**src/rtl/jif_bus_responder_pkg.sv**
```systemverilog
`default_nettype none
// ============================================================================
// Package  : jif_bus_pkg
// Purpose  : Shared constants, state encoding and lane helper for the 8-bit
//            serialized CPU bus (used by both responder and serializer).
// Revision : 1.0  initial release
// ============================================================================
package jif_bus_pkg;

    localparam int          NBYTES    = 4;
    localparam int          WORD_W    = 8 * NBYTES;
    localparam int          FRAME_LEN = 2 * NBYTES + 2;
    localparam int          IDX_W     = (NBYTES > 1) ? $clog2(NBYTES) : 1;
    localparam logic [7:0]  ERR_BYTE  = 8'hEE;

    typedef enum logic [1:0] {
        IDLE   = 2'd0,
        REQ    = 2'd1,
        ACCESS = 2'd2,
        RESP   = 2'd3
    } state_e;

    function automatic logic [7:0] lane_sel(input logic [WORD_W-1:0] word,
                                            input logic [IDX_W-1:0]  idx);
        return word[8*idx +: 8];
    endfunction

endpackage
`default_nettype wire

```
**src/rtl/jif_bus_responder_byte_deser.sv**
```systemverilog
`default_nettype none
// ============================================================================
// Module   : bus_byte_deser
// Purpose  : Byte-lane word register; writes byte_i into lane idx_i when en_i.
// Revision : 1.0  initial release
// ============================================================================
module bus_byte_deser
    import jif_bus_pkg::*;
(
    input  logic              clk,
    input  logic              rst_n,
    input  logic              en_i,
    input  logic [IDX_W-1:0]  idx_i,
    input  logic [7:0]        byte_i,
    output logic [WORD_W-1:0] word_o
);

    for (genvar g = 0; g < NBYTES; g++) begin : g_lane
        logic [7:0] lane_q;

        always_ff @(posedge clk) begin
            if (!rst_n) begin
                lane_q <= 8'h00;
            end else if (en_i && (idx_i == IDX_W'(g))) begin
                lane_q <= byte_i;
            end
        end

        assign word_o[8*g +: 8] = lane_q;
    end

endmodule
`default_nettype wire

```
**src/rtl/jif_bus_responder.sv**
```systemverilog
`default_nettype none
// ============================================================================
// Module   : jif_bus_responder
// Purpose  : Memory-side end of the serialized CPU bus: deserializes request
//            beats, issues one memory access, serializes the read response.
// Revision : 1.0  initial release
// ============================================================================
module jif_bus_responder
    import jif_bus_pkg::*;
(
    input  logic              clk,
    input  logic              rst_n,
    input  logic              bus_sync,
    input  logic              bus_rw,
    input  logic [7:0]        bus_addr_byte,
    input  logic [7:0]        bus_data_in,
    output logic [7:0]        bus_data_out,
    output logic              bus_data_oe,
    output logic              mem_req,
    output logic              mem_we,
    output logic [WORD_W-1:0] mem_addr,
    output logic [WORD_W-1:0] mem_wdata,
    input  logic [WORD_W-1:0] mem_rdata,
    input  logic              mem_ready,
    output logic [15:0]       frame_cnt,
    output logic              err_late,
    output logic              err_abort
);

    localparam logic [IDX_W-1:0] LAST_BEAT = IDX_W'(NBYTES - 1);

    state_e              state_q,     state_d;
    logic [IDX_W-1:0]    beat_q,      beat_d;
    logic                rw_q,        rw_d;
    logic                mem_req_q,   mem_req_d;
    logic                mem_we_q,    mem_we_d;
    logic [WORD_W-1:0]   rbuf_q,      rbuf_d;
    logic [7:0]          dout_q,      dout_d;
    logic                oe_q,        oe_d;
    logic [15:0]         frame_cnt_q, frame_cnt_d;
    logic                err_late_q,  err_late_d;
    logic                err_abort_q, err_abort_d;

    logic                w_rw_cur;
    logic                w_req_en;
    logic                w_wdata_en;
    logic [IDX_W-1:0]    w_next_beat;
    logic [WORD_W-1:0]   w_rdata;

    // rw is only valid on the bus during beat 0; later beats use the latched copy
    assign w_rw_cur    = (beat_q == '0) ? bus_rw : rw_q;
    assign w_req_en    = (state_q == REQ) && !bus_sync;
    assign w_wdata_en  = w_req_en && w_rw_cur;
    assign w_next_beat = beat_q + 1'b1;
    assign w_rdata     = mem_ready ? mem_rdata : {NBYTES{ERR_BYTE}};

    bus_byte_deser u_addr_deser (
        .clk    (clk),
        .rst_n  (rst_n),
        .en_i   (w_req_en),
        .idx_i  (beat_q),
        .byte_i (bus_addr_byte),
        .word_o (mem_addr)
    );

    bus_byte_deser u_wdata_deser (
        .clk    (clk),
        .rst_n  (rst_n),
        .en_i   (w_wdata_en),
        .idx_i  (beat_q),
        .byte_i (bus_data_in),
        .word_o (mem_wdata)
    );

    always_comb begin
        state_d     = state_q;
        beat_d      = beat_q;
        rw_d        = rw_q;
        mem_req_d   = 1'b0;
        mem_we_d    = 1'b0;
        rbuf_d      = rbuf_q;
        dout_d      = dout_q;
        oe_d        = oe_q;
        frame_cnt_d = frame_cnt_q;
        err_late_d  = err_late_q;
        err_abort_d = err_abort_q;

        if (bus_sync && (state_q != IDLE)) begin
            // A new frame start mid-frame wins over whatever the frame was doing
            err_abort_d = 1'b1;
            state_d     = REQ;
            beat_d      = '0;
            oe_d        = 1'b0;
            dout_d      = 8'h00;
        end else begin
            unique case (state_q)
                IDLE: begin
                    if (bus_sync) begin
                        state_d = REQ;
                        beat_d  = '0;
                    end
                end
                REQ: begin
                    if (beat_q == '0) begin
                        rw_d = bus_rw;
                    end
                    if (beat_q == LAST_BEAT) begin
                        state_d   = ACCESS;
                        mem_req_d = 1'b1;
                        mem_we_d  = w_rw_cur;
                    end else begin
                        beat_d = w_next_beat;
                    end
                end
                ACCESS: begin
                    rbuf_d  = w_rdata;
                    state_d = RESP;
                    beat_d  = '0;
                    oe_d    = !rw_q;
                    dout_d  = rw_q ? 8'h00 : w_rdata[7:0];
                    if (!mem_ready) begin
                        err_late_d = 1'b1;
                    end
                end
                RESP: begin
                    if (beat_q == LAST_BEAT) begin
                        state_d     = IDLE;
                        oe_d        = 1'b0;
                        dout_d      = 8'h00;
                        frame_cnt_d = frame_cnt_q + 16'd1;
                    end else begin
                        beat_d = w_next_beat;
                        dout_d = rw_q ? 8'h00 : lane_sel(rbuf_q, w_next_beat);
                    end
                end
                default: begin
                    state_d = IDLE;
                end
            endcase
        end
    end

    always_ff @(posedge clk) begin
        if (!rst_n) begin
            state_q     <= IDLE;
            beat_q      <= '0;
            rw_q        <= 1'b0;
            mem_req_q   <= 1'b0;
            mem_we_q    <= 1'b0;
            rbuf_q      <= '0;
            dout_q      <= 8'h00;
            oe_q        <= 1'b0;
            frame_cnt_q <= 16'h0000;
            err_late_q  <= 1'b0;
            err_abort_q <= 1'b0;
        end else begin
            state_q     <= state_d;
            beat_q      <= beat_d;
            rw_q        <= rw_d;
            mem_req_q   <= mem_req_d;
            mem_we_q    <= mem_we_d;
            rbuf_q      <= rbuf_d;
            dout_q      <= dout_d;
            oe_q        <= oe_d;
            frame_cnt_q <= frame_cnt_d;
            err_late_q  <= err_late_d;
            err_abort_q <= err_abort_d;
        end
    end

    assign bus_data_out = dout_q;
    assign bus_data_oe  = oe_q;
    assign mem_req      = mem_req_q;
    assign mem_we       = mem_we_q;
    assign frame_cnt    = frame_cnt_q;
    assign err_late     = err_late_q;
    assign err_abort    = err_abort_q;

endmodule
`default_nettype wire

```
**config.mk**
```make
export PLATFORM = sky130hd
export DESIGN_NAME = jif_bus_responder
export DESIGN_NICKNAME = d
export VERILOG_FILES = /design/src/rtl/jif_bus_responder_pkg.sv /design/src/rtl/jif_bus_responder_byte_deser.sv /design/src/rtl/jif_bus_responder.sv
export SDC_FILE = /design/constraint.sdc
export NUM_CORES = 1
export LEC_CHECK = 0
export BUFFER_PORTS_ARGS = -buffer_cell sky130_fd_sc_hd__buf_2
export CAP_MARGIN = 10
export CORE_ASPECT_RATIO = 0.75
export CORE_MARGIN = 4
export CORE_UTILIZATION = 30
export DETAILED_ROUTE_END_ITERATION = 7
export GPL_TIMING_DRIVEN = 0
export PLACE_DENSITY = 0.6
export SLEW_MARGIN = 15
export SYNTH_ARGS = -nofsm -noshare
export SYNTH_HDL_FRONTEND = slang
export SYNTH_SLANG_ARGS = --single-unit
```
**constraint.sdc**
```tcl
create_clock -name clk -period 2 [get_ports clk]
set_input_delay 0.3 -clock clk [delete_from_list [all_inputs] [get_ports clk]]
set_output_delay 0.3 -clock clk [all_outputs]
set_load 0.05 [all_outputs]
```
==> impl_results.rst <==
.. list-table::
   :header-rows: 1

   * - Metric
     - Value
   * - Result of the run
     - finished, final reports clean
   * - Final hold viol count
     - 0
   * - Average cell area after synthesis
     - 9.18 sq um
   * - Data required, critical path
     - about 2300 ps
   * - Share of async-settable or async-resettable flops after synthesis
     - 0
   * - Fraction of power consumed by the clock network
     - 0.375
   * - Arr. time, crit path
     - 2230 ps
   * - Filler cell count
     - between 1500 and 2000
   * - Power density of the placed cells
     - approximately 1100 nW/um^2
   * - Endpoint of the worst-slack reg-to-reg timing path
     - bus_data_out[0]
   * - Critical Path Start
     - beat_q[0]
   * - Worst-case headroom to the max-slew limit
     - 0.507
   * - Initial antenna violation count
     - 1
   * - Number of global-route vias before repair
     - approximately 4500
   * - Total count of max-transition violations in the final report
     - 0
   * - Initial DRT Pass Iterations
     - 4
   * - Die outline width
     - around 160 um
   * - Ports placed on the boundary
     - 146
   * - Fraction of layout cells with a size suffix above 1
     - 0.310
   * - Fraction of the cycle the final worst path needs
     - 0.971
   * - RSZ-0062 raised after global routing
     - true
   * - Global-route usage over all layers
     - 0.157
   * - Final setup violation count
     - 0
   * - Most used cells in the layout excluding fill and tap cells
     - buf_2, dfxtp_1, nor2_1, nand2_1, mux2i_1
   * - Peak supply drop
     - between 0.0004 and 0.0005 V
   * - Total global routing overflow
     - 0
   * - Final Critical Period
     - 1940 ps
   * - Part of the Yosys area used for sequential elements
     - 0.490
   * - Non-filler instance count after layout
     - 997
   * - Worst Path Max Fanout
     - 9
   * - Number of rows in the core area
     - around 40
   * - TritonCTS clock tree
     - built
   * - Internal power
     - roughly 0.0056 W
   * - Sort of element at the end of the critical path
     - flip-flop
   * - Setup skew after layout
     - 6.93 ps
   * - Flop2flop setup slack
     - approximately 60 ps
   * - Die Footprint
     - 19900 sq um
   * - Number of enable-type register cells in the synthesized netlist
     - 0
   * - Startpoint of the worst register-to-register path
     - beat_q[0]
   * - Depth of the worst hold-timing path
     - 3
   * - Die Height
     - 123 um
   * - Maximum root-to-sink buffer count
     - 2
   * - HPWL after detailed placement
     - ~11 mm
   * - Post-detailed-route via-to-cell ratio
     - 4.72
   * - Synth unique cells
     - 43
   * - Kind of start point of the critical path
     - flip-flop
   * - Vias post-DR
     - 4706
   * - Non-Filler Cell Area, Final
     - approximately 7200 sq um
   * - Warnings from Yosys
     - 0
   * - Part of the power in combinational logic
     - 0.252
   * - Finished Core Util
     - 0.421
   * - Inserted Diodes
     - 0
   * - Primary flip-flop cell chosen by synthesis mapping
     - dfxtp_1
   * - Synthesis-stage register bit count
     - 130
   * - Wire length after detailed routing
     - 15.4 mm
   * - Sw Ratio
     - 0.323
   * - Quantity of I/O buffers inserted on ports
     - 145
   * - Average wire length per cell after detail routing
     - 15.4 um
   * - Crit Path Category
     - flip-flop to flip-flop
   * - Starting density of the core
     - 0.311
   * - Post-route DRC violation count
     - 0
   * - Max-Cap Viols
     - 0
   * - Cells after synthesis
     - between 500 and 600
   * - H-tree Lvls
     - 4
   * - 1st-iter DRT viols
     - between 200 and 250
   * - Path depth of the worst reg2reg path
     - 7
   * - Final-stage net count
     - 811
   * - Max Fclk
     - 0.515 GHz
   * - Synthesized Nets
     - between 600 and 700
   * - First-pass GRT wire length
     - 24.3 mm
   * - Synthesized cell area
     - 5310 sq um
   * - Class of the worst hold path
     - input port to flip-flop
   * - TritonCTS sink count
     - 130
   * - Worst Tran Pin Value
     - ~740 ps
   * - Number of CTS-inserted buffers
     - 17
   * - RePlAce Congestion
     - 0.774
   * - Post-place instance area
     - 6340 sq um
   * - Clock-pin slew reported for the worst setup and hold paths after clock tree synthesis
     - approximately 60 ps
   * - Cell chosen for the clock root
     - clkbuf_16
   * - Largest net degree at the start of global routing
     - 17
   * - Hold path startpoint
     - mem_rdata[9]
   * - Number of placed cells counting well taps
     - 959
   * - Switching power total
     - 0.00266 W
   * - Area Overhead vs Synth
     - 35.4%
   * - Final sum of negative setup slack
     - 0 ps
   * - DRT antenna net count
     - 0
   * - Most frequent standard cell in the layout excluding fill and tap cells
     - buf_2
   * - Hold-critical path endpoint
     - rbuf_q[9]
   * - Leakage
     - 3.02 nW
   * - Worst skew pair latency
     - 410 ps
   * - Flop pwr share
     - 0.373
   * - Core outline area
     - 17100 sq um
what timing repair did:
| action | CTS | global route |
|---|---|---|
| hold buffers | 0 | 0 |
| hold endpoints to repair | 0 | 0 |
| pin swaps | 4 | 3 |
| setup endpoints to repair | 75 | 79 |
| resized for setup | 21 | 20 |
| setup buffers | 5 | 5 |
state kept, by name, indices dropped and copies added, names as in the netlist:
name                         flops
err_late                         1
err_abort                        1
rbuf_q                          32
beat_q                           2
rw_q                             1
bus_data_oe                      1
bus_data_out                     8
state_q                          2
frame_cnt                       16
mem_we                           1
u_addr_deser.g_lane.lane_q      32
mem_req                          1
u_wdata_deser.g_lane.lane_q     32
layer usage:
metal	GRT usage	up-vias	wire length [um]
met5	0	-	7
met4	0.0362	2	143
met3	0.0570	15	979
met2	0.226	122	6500
met1	0.225	2224	7760
li1	-	2343	-
cell usage after synthesis, types with 5 or more instances:
master    count  share of area
nor2_1       99          0.070
o21ai_0      10         0.0094
xnor2_1       6         0.0099
nor2b_1       6         0.0071
a22oi_1      10          0.014
inv_1        11         0.0078
a211oi_1      6         0.0085
mux4_2        8          0.034
o31ai_1       5         0.0071
ha_1         10          0.024
clkbuf_1     27          0.019
o22ai_1       5         0.0059
dfxtp_1     130           0.49
nand2_1      53          0.037
a21oi_1      37          0.035
or4_1         5         0.0071
mux2i_1      50          0.094
nand3_1      13          0.012
nor3b_1      19          0.027
nor3_1       26          0.025
power groups by stage:
stage,combinational (W),sequential (W),clock (W)
after global routing,0.00229,0.00311,0.00325
after global placement,0.00186,0.00309,0
after detailed placement,0.00187,0.00310,0
final,0.00208,0.00308,0.00309
after floorplan,0.00108,0.00339,0
after CTS,0.00197,0.00305,0.00314
final cells by class:
| cell class | count | area, sq um | share of cell area |
|---|---|---|---|
| Sequential cell | 130 | 2620 | 0.365 |
| Multi-Input combinational cell | 400 | 2600 | 0.362 |
| Timing Repair Buffer | 155 | 851 | 0.118 |
| Clock buffer | 20 | 457 | 0.0636 |
| Tap cell | 236 | 295 | 0.0411 |
| Buffer | 32 | 180 | 0.0251 |
| Clock inverter | 12 | 133 | 0.0185 |
| Inverter | 12 | 50.0 | 0.00697 |
cells by family after synthesis:
kind of cell	count (synthesis)	share of synthesized area
simple gates	249	0.223
fa+ha+maj	10	0.0236
xor+xnor	7	0.0116
buf+inv	48	0.0384
flops	130	0.490
mux	59	0.130
compound gates	75	0.0830
worst max-delay path: stages (launching register included):
cell and delay, ps:
dfxtp_4 370, clkbuf_8 120, inv_1 100, ha_4 300, buf_12 140, mux4_2 530
a22oi_2 190, nor3_1 70
stage by stage:
stage                     total power (W)  hold WS, ps  setup slack [ps]
after floorplan                   0.00447          418              15.9
after global placement            0.00496          440              -434
after detailed placement          0.00497          445              -489
after CTS                         0.00817          139             -8.48
after global routing              0.00866          137             -9.98
final                             0.00825          149              58.7
how the worst max path moves through the flow:
| stage | endpoint | cells after the start |
|---|---|---|
| after detailed placement | u_wdata_deser.g_lane[0].lane_q[4] | 8 |
| after floorplan | frame_cnt[15] | 5 |
| after CTS | frame_cnt[15] | 6 |
| after global routing | frame_cnt[15] | 8 |
| final | bus_data_out[0] | 7 |
| after global placement | u_wdata_deser.g_lane[0].lane_q[7] | 8 |
No activity file was read; power rests on OpenSTA's default activity.
